==> src/rtl/adder_tree_accumulator_if.sv <==
// Bus between the multiplier stage and the adder tree: one product vector in,
// one saturated pixel sum out. There is no backpressure in either direction.
interface adder_tree_accumulator_if #(
  parameter int DATA_WIDTH  = 16,
  parameter int KERNEL_SIZE = 5
);
  localparam int N = KERNEL_SIZE * KERNEL_SIZE;

  logic [N*DATA_WIDTH-1:0] products;
  logic                    valid_in;
  logic [DATA_WIDTH-1:0]   sum;
  logic                    valid_out;
  logic                    saturated;

  // Producer side: drives the product vector and observes the result
  modport master (
    output products,
    output valid_in,
    input  sum,
    input  valid_out,
    input  saturated
  );

  // Adder tree side
  modport slave (
    input  products,
    input  valid_in,
    output sum,
    output valid_out,
    output saturated
  );
endinterface

==> src/rtl/adder_tree_accumulator.sv <==
// Pipelined signed reduction of KERNEL_SIZE**2 Q8.8 products into one pixel.
// Each tree level is one register stage and is one bit wider than the level
// before it, so no internal overflow is possible. The final pair is added in
// the output stage, where the total is clipped to signed DATA_WIDTH.
// Latency from valid_in to valid_out is $clog2(N)+1 cycles.
module adder_tree_accumulator #(
  parameter int DATA_WIDTH  = 16,
  parameter int KERNEL_SIZE = 5
) (
  input logic                     clk,
  input logic                     rst_n,
  adder_tree_accumulator_if.slave bus
);
  localparam int N      = KERNEL_SIZE * KERNEL_SIZE;
  localparam int LEVELS = $clog2(N);
  localparam int TW     = DATA_WIDTH + LEVELS + 1;

  // Limits of signed DATA_WIDTH, written out at the width of the full total
  localparam logic signed [TW-1:0] SAT_MAX =
    {{(TW-DATA_WIDTH+1){1'b0}}, {(DATA_WIDTH-1){1'b1}}};
  localparam logic signed [TW-1:0] SAT_MIN =
    {{(TW-DATA_WIDTH+1){1'b1}}, {(DATA_WIDTH-1){1'b0}}};

  // Number of elements held at tree level k (ceil-halving from N)
  function automatic int level_count(input int k);
    int c;
    c = N;
    for (int i = 0; i < k; i++) c = (c + 1) / 2;
    return c;
  endfunction

  // Tree levels 0..LEVELS-1. Level k holds level_count(k) elements of
  // DATA_WIDTH+k+1 bits.
  for (genvar gk = 0; gk < LEVELS; gk++) begin : g_lvl
    localparam int CNT = level_count(gk);
    localparam int WID = DATA_WIDTH + gk + 1;

    for (genvar gi = 0; gi < CNT; gi++) begin : g_el
      logic signed [WID-1:0] el_d;
      logic signed [WID-1:0] el_q;
      logic                  el_en;

      if (gk == 0) begin : g_leaf
        logic [DATA_WIDTH-1:0] prod;
        assign prod  = bus.products[gi*DATA_WIDTH +: DATA_WIDTH];
        assign el_d  = {prod[DATA_WIDTH-1], prod};
        // Product vectors are captured only when they are flagged valid
        assign el_en = bus.valid_in;
      end else begin : g_node
        localparam int PCNT = level_count(gk - 1);
        logic signed [WID-2:0] lhs;
        assign lhs   = g_lvl[gk-1].g_el[2*gi].el_q;
        assign el_en = 1'b1;
        if (2*gi + 1 < PCNT) begin : g_pair
          logic signed [WID-2:0] rhs;
          assign rhs  = g_lvl[gk-1].g_el[2*gi+1].el_q;
          assign el_d = {lhs[WID-2], lhs} + {rhs[WID-2], rhs};
        end else begin : g_odd
          // Odd leftover moves up a level unchanged, only sign-extended
          assign el_d = {lhs[WID-2], lhs};
        end
      end

      // Tree element register; reset clears any in-flight data
      always_ff @(posedge clk or negedge rst_n) begin
        if (!rst_n) begin
          el_q <= '0;
        end else if (el_en) begin
          el_q <= el_d;
        end
      end
    end
  end

  // Valid travels alongside the data, one bit per tree level
  logic [LEVELS-1:0] valid_q;
  logic [LEVELS-1:0] valid_d;
  assign valid_d = {valid_q[LEVELS-2:0], bus.valid_in};

  // Valid shift register
  always_ff @(posedge clk or negedge rst_n) begin
    if (!rst_n) begin
      valid_q <= '0;
    end else begin
      valid_q <= valid_d;
    end
  end

  // The last tree level always holds exactly two elements
  logic signed [TW-2:0]     fin_a;
  logic signed [TW-2:0]     fin_b;
  logic signed [TW-1:0]     total;
  logic [DATA_WIDTH-1:0]    sum_d;
  logic                     saturated_d;
  logic                     valid_out_d;
  logic [DATA_WIDTH-1:0]    sum_q;
  logic                     saturated_q;
  logic                     valid_out_q;

  assign fin_a = g_lvl[LEVELS-1].g_el[0].el_q;
  assign fin_b = g_lvl[LEVELS-1].g_el[1].el_q;

  // Final add and clip to signed DATA_WIDTH; exact range limits pass through
  always_comb begin
    total       = {fin_a[TW-2], fin_a} + {fin_b[TW-2], fin_b};
    sum_d       = total[DATA_WIDTH-1:0];
    saturated_d = 1'b0;
    valid_out_d = valid_q[LEVELS-1];
    if (total > SAT_MAX) begin
      sum_d       = {1'b0, {(DATA_WIDTH-1){1'b1}}};
      saturated_d = valid_q[LEVELS-1];
    end else if (total < SAT_MIN) begin
      sum_d       = {1'b1, {(DATA_WIDTH-1){1'b0}}};
      saturated_d = valid_q[LEVELS-1];
    end
  end

  // Output register; saturated is forced low on non-valid cycles
  always_ff @(posedge clk or negedge rst_n) begin
    if (!rst_n) begin
      sum_q       <= '0;
      saturated_q <= 1'b0;
      valid_out_q <= 1'b0;
    end else begin
      sum_q       <= sum_d;
      saturated_q <= saturated_d;
      valid_out_q <= valid_out_d;
    end
  end

  assign bus.sum       = sum_q;
  assign bus.saturated = saturated_q;
  assign bus.valid_out = valid_out_q;
endmodule

==> src/flat_wrapper.sv <==
// flat-port wrapper written by rule: the top's interface ports become plain ports
module adder_tree_accumulator_flat 
#(
  parameter int DATA_WIDTH  = 16,
  parameter int KERNEL_SIZE = 5
)
  (clk, rst_n, bus_products, bus_valid_in, bus_sum, bus_valid_out, bus_saturated);
  adder_tree_accumulator_if #(.DATA_WIDTH(DATA_WIDTH), .KERNEL_SIZE(KERNEL_SIZE)) bus_i ();
  input logic clk;
  input logic rst_n;
  input wire logic [$bits(bus_i.products)-1:0] bus_products;
  input wire logic [$bits(bus_i.valid_in)-1:0] bus_valid_in;
  output wire logic [$bits(bus_i.sum)-1:0] bus_sum;
  output wire logic [$bits(bus_i.valid_out)-1:0] bus_valid_out;
  output wire logic [$bits(bus_i.saturated)-1:0] bus_saturated;
  assign bus_i.products = bus_products;
  assign bus_i.valid_in = bus_valid_in;
  assign bus_sum = bus_i.sum;
  assign bus_valid_out = bus_i.valid_out;
  assign bus_saturated = bus_i.saturated;
  adder_tree_accumulator #(.DATA_WIDTH(DATA_WIDTH), .KERNEL_SIZE(KERNEL_SIZE)) u_core (.clk(clk), .rst_n(rst_n), .bus(bus_i));
endmodule
==> config.mk <==
export PLATFORM = sky130hd
export DESIGN_NAME = adder_tree_accumulator_flat
export DESIGN_NICKNAME = d
export VERILOG_FILES = /design/src/rtl/adder_tree_accumulator_if.sv /design/src/rtl/adder_tree_accumulator.sv /design/src/flat_wrapper.sv
export SDC_FILE = /design/constraint.sdc
export NUM_CORES = 1
export LEC_CHECK = 0
export ABC_CLOCK_PERIOD_IN_PS = 4610
export CAP_MARGIN = 10
export CELL_PAD_IN_SITES_DETAIL_PLACEMENT = 0
export CELL_PAD_IN_SITES_GLOBAL_PLACEMENT = 2
export CORE_UTILIZATION = 39
export DETAILED_ROUTE_END_ITERATION = 12
export MAX_ROUTING_LAYER = met4
export PLACE_DENSITY_LB_ADDON = 0.1
export SLEW_MARGIN = 20
export SYNTH_ARGS = -nofsm -noshare
export SYNTH_HDL_FRONTEND = slang
export SYNTH_SLANG_ARGS = --single-unit
export TNS_END_PERCENT = 20
==> constraint.sdc <==
create_clock -name clk -period 4.61 [get_ports clk]
set_input_delay 0.922 -clock clk [delete_from_list [all_inputs] [get_ports clk]]
set_output_delay 0.922 -clock clk [all_outputs]
set_load 0.05 [all_outputs]
==> summary.md <==
| Metric | Value |
|---|---|
| Status | `completed` |
| Minimum clock period | `3.74 ns` |
| DR WL/cell | `18.1 um` |
| CP Launch Point | `u_core.fin_b[0]` |
| CP Capture Point | `u_core.bus.sum[3]` |
| Fillers | `10100` |
| Core ar. | `111000 um^2` |
| Synth cell types | `64` |
| Number of flops mapped to enable cells by yosys | `0` |
| RSZ-0062 raised after global routing | `no` |
| Power, Total | `0.0358 W` |
| Placed wire-length estimate | `82300 um` |
| Num CTS Buffers | `102` |
| Worst slew pin tran | `0.872 ns` |
| Post-route ant nets | `0` |
| Synth area leader | `dfrtp_1` |
| Ys async rst share | `1.00` |
| Largest net degree at the start of global routing | `147` |
| # resized after CTS | `0` |
| Initial antenna violation count | `24` |
| Number of synthesis warnings | `0` |
| Pwr dens | `663 nW/um^2` |
| Gr usage total | `0.194` |
| Top-area cell type share of the netlist area | `0.501` |
| CTS Sinks | `883` |
| Worst vdd ir | `0.404 mV` |
| Post-Syn Area | `44100 um^2` |
| H-tree depth | `3` |
| Vias per Instance | `4.96` |
| Flops & latches, synth | `883` |
| First-pass GRT wire length | `169000 um` |
| Net Count, Synth | `4612` |
| Setup TNS | `0 ns` |
| Worst Path Arrival | `4.26 ns` |
| Clock network latency to the later pin of the worst-skew pair | `0.69 ns` |
| Initial Util | `0.396` |
| Detailed Route Iter0 Violations | `1430` |
| Nets | `5116` |
| Layout cells sized above 1 | `0.141` |
| Relative slew slack | `0.403` |
| Startpoint types | `flip-flop` |
| Lkg Pwr | `24.1 nW` |
| Post-CTS setup buffers | `0` |
| Final Skew | `0.0236 ns` |
| Worst Hold Class | `input port to asynchronous set/reset pin` |
| CP Class | `flip-flop to flip-flop` |
| Peak Freq | `267 MHz` |
| Clk buf depth | `3` |
| CP Data Required Time | `5.13 ns` |
| Final WL | `106000 um` |
| Pre-antenna DRT Iters | `5` |
| Final Cycle Share | `0.812` |
| Rows | `122` |
| IO Count | `421` |
| Dominant cells by area after synthesis | `dfrtp_1 50%, ha_1 12%, mux2_2 9.6%` |
| Root Driver | `clkbuf_16` |
| Final setup vio count | `0` |
| CP endpoint kind | `flip-flop` |
| Register area share after synthesis | `0.501` |
| Avg Cell Area, Syn | `11.7 um^2` |
| Global placement routability congestion | `0.827` |
| Synth Instances | `3777` |
| Ys flop type | `dfrtp_1` |
| Worst-path fanout max | `14` |
| Final slew viol count | `0` |
| Die width | `338 um` |
| CTS tree | `built` |
| Reg2reg end | `u_core.bus.sum[3]` |
| Remaining Overflow, GRT | `0` |
| Vias after detailed routing | `29100` |
| Max cap viols | `0` |
| Origin of the critical flop-to-flop path | `u_core.fin_b[0]` |
| Chip height | `338 um` |
| R2R Setup Slk | `0.87 ns` |
| DRC Markers | `0` |
| Worst-path clk slew | `0.06 ns` |
| R2r worst-path depth | `12` |
| Die area | `114000 um^2` |
| Area grow syn2layout | `22.4%` |
| Port Buffers | `420` |
| Final hold vios | `0` |
| Vias in the first global route | `29900` |
| Cts hold-fix bufs | `0` |
-- worst min-delay path by stage --
stage,startpoint,to,slack [ns]
after floorplan,u_core.g_lvl[1].g_el[12].el_q[0],u_core.g_lvl[2].g_el[6].el_q[0],0.33
after global placement,u_core.g_lvl[1].g_el[12].el_q[13],u_core.g_lvl[2].g_el[6].el_q[13],0.33
after detailed placement,u_core.g_lvl[2].g_el[6].el_q[1],u_core.g_lvl[3].g_el[3].el_q[1],0.33
after CTS,rst_n,u_core.g_lvl[0].g_el[18].el_q[14],0.23
after global routing,rst_n,u_core.g_lvl[0].g_el[18].el_q[14],0.27
final,rst_n,u_core.g_lvl[0].g_el[18].el_q[14],0.25
-- cell usage after synthesis, types with 40 or more instances --
cell and number:
a21o_1 72, inv_1 203, nor2b_1 58, nand2_1 214, o21ai_0 173, a21oi_1 223
nand3_1 86, clkbuf_1 40, dfrtp_1 883, and3_1 44, o21a_1 41, nor3_1 78
nor2_1 175, or3_1 58, a211oi_1 44, xor2_1 77, ha_1 408, mux2_2 377
xnor2_1 209
-- final cells by class --
type	instances	area [um^2]	share of cell area
Multi-Input combinational cell	2639	21000	0.389
Clock buffer	145	3020	0.0559
Clock inverter	45	579	0.0107
Inverter	203	762	0.0141
Tap cell	1488	1860	0.0345
Antenna cell	19	47.5	0.000881
Timing Repair Buffer	452	4600	0.0854
Sequential cell	883	22100	0.410
-- flip-flops by register name, summed over array words and instances, names as in the netlist --
signal,flops
u_core.bus.sum,16
u_core.fin_a,21
u_core.bus.valid_out,1
u_core.valid_q,5
u_core.bus.saturated,1
u_core.g_lvl.g_el.el_q,819
u_core.fin_b,20
-- critical path: stages (launching register included) --
cell and delay, ns:
dfrtp_1 0.33, ha_1 0.20, inv_1 0.07, fa_1 0.40, nand2b_1 0.18, a21oi_1 0.27, o21bai_1 0.16, o311a_4 0.35
a21o_2 0.23, xnor2_1 0.13, or4_4 0.55, o31ai_4 0.52, o31ai_1 0.18
-- per-layer routing --
metal,global-route usage,up-vias,part of all wire
li1,-,14500,-
met1,0.265,14000,0.48
met2,0.290,504,0.44
met3,0.0412,148,0.050
met4,0.0513,0,0.024
met5,-,-,0
-- cell families (layout without fill, tap and decap cells) --
logic type / Yosys count / count (layout) / share of synthesized area
AOI/OAI and AO/OA: 754 / 754 / 0.109
xor gates and xnor gates: 288 / 288 / 0.0578
adders and majority gates: 432 / 432 / 0.127
buffers and inverters: 255 / 845 / 0.0226
DFF: 883 / 883 / 0.501
muxes: 379 / 379 / 0.0968
other: 0 / 19 / 0
and+or+nand+nor: 786 / 786 / 0.0856
-- power by group --
part	switching (W)	internal (W)	total, W	leakage (nW)
clock network	0.00331	0.00522	0.00852	1.76
registers	0.00127	0.0101	0.0113	10.3
logic	0.00887	0.00702	0.0159	12.1
-- metrics by stage --
stage               hold slack, ns  utilization  cell area [um^2]  std cells  setup slack [ns]
finish                       0.251        0.485             53900       5874             0.867
global route                 0.266        0.485             53900       5871             0.638
CTS                          0.232        0.484             53900       5855             0.840
detailed placement           0.335        0.452             50300       5665             0.877
global placement             0.334        0.452             50300       5665             0.925
floorplan                    0.331            -             44100       3777              1.41
-- layout by cell type, fill, tap and decap left out, drive strengths merged, types with 11 or more instances in the layout --
cell type      synthesis  final
o31ai                 18     18
clkbuf                40    145
a41o                  13     13
nand3                 86     86
a21oi                223    223
o21bai                27     27
a211oi                46     46
nand2                214    214
a211o                 11     11
o211ai                15     15
nand2b                13     13
mux2                 377    377
and2                  25     25
bufinv                 0     12
diode                  0     19
nand3b                13     13
xnor2                211    211
ha                   408    408
clkinv                 0     22
o21a                  41     41
a21o                  75     75
a31oi                 20     20
fa                    24     24
a41oi                 12     12
dfrtp                883    883
nor3                  78     78
o21ai                179    179
a21boi                11     11
clkdlybuf4s50          0    418
nor2                 175    175
and3                  44     44
or3                   58     58
nor2b                 59     59
xor2                  77     77
o22ai                 12     12
inv                  203    206
buf                   11     34
a2111oi               20     20
No activity file was read; power rests on OpenSTA's default activity.
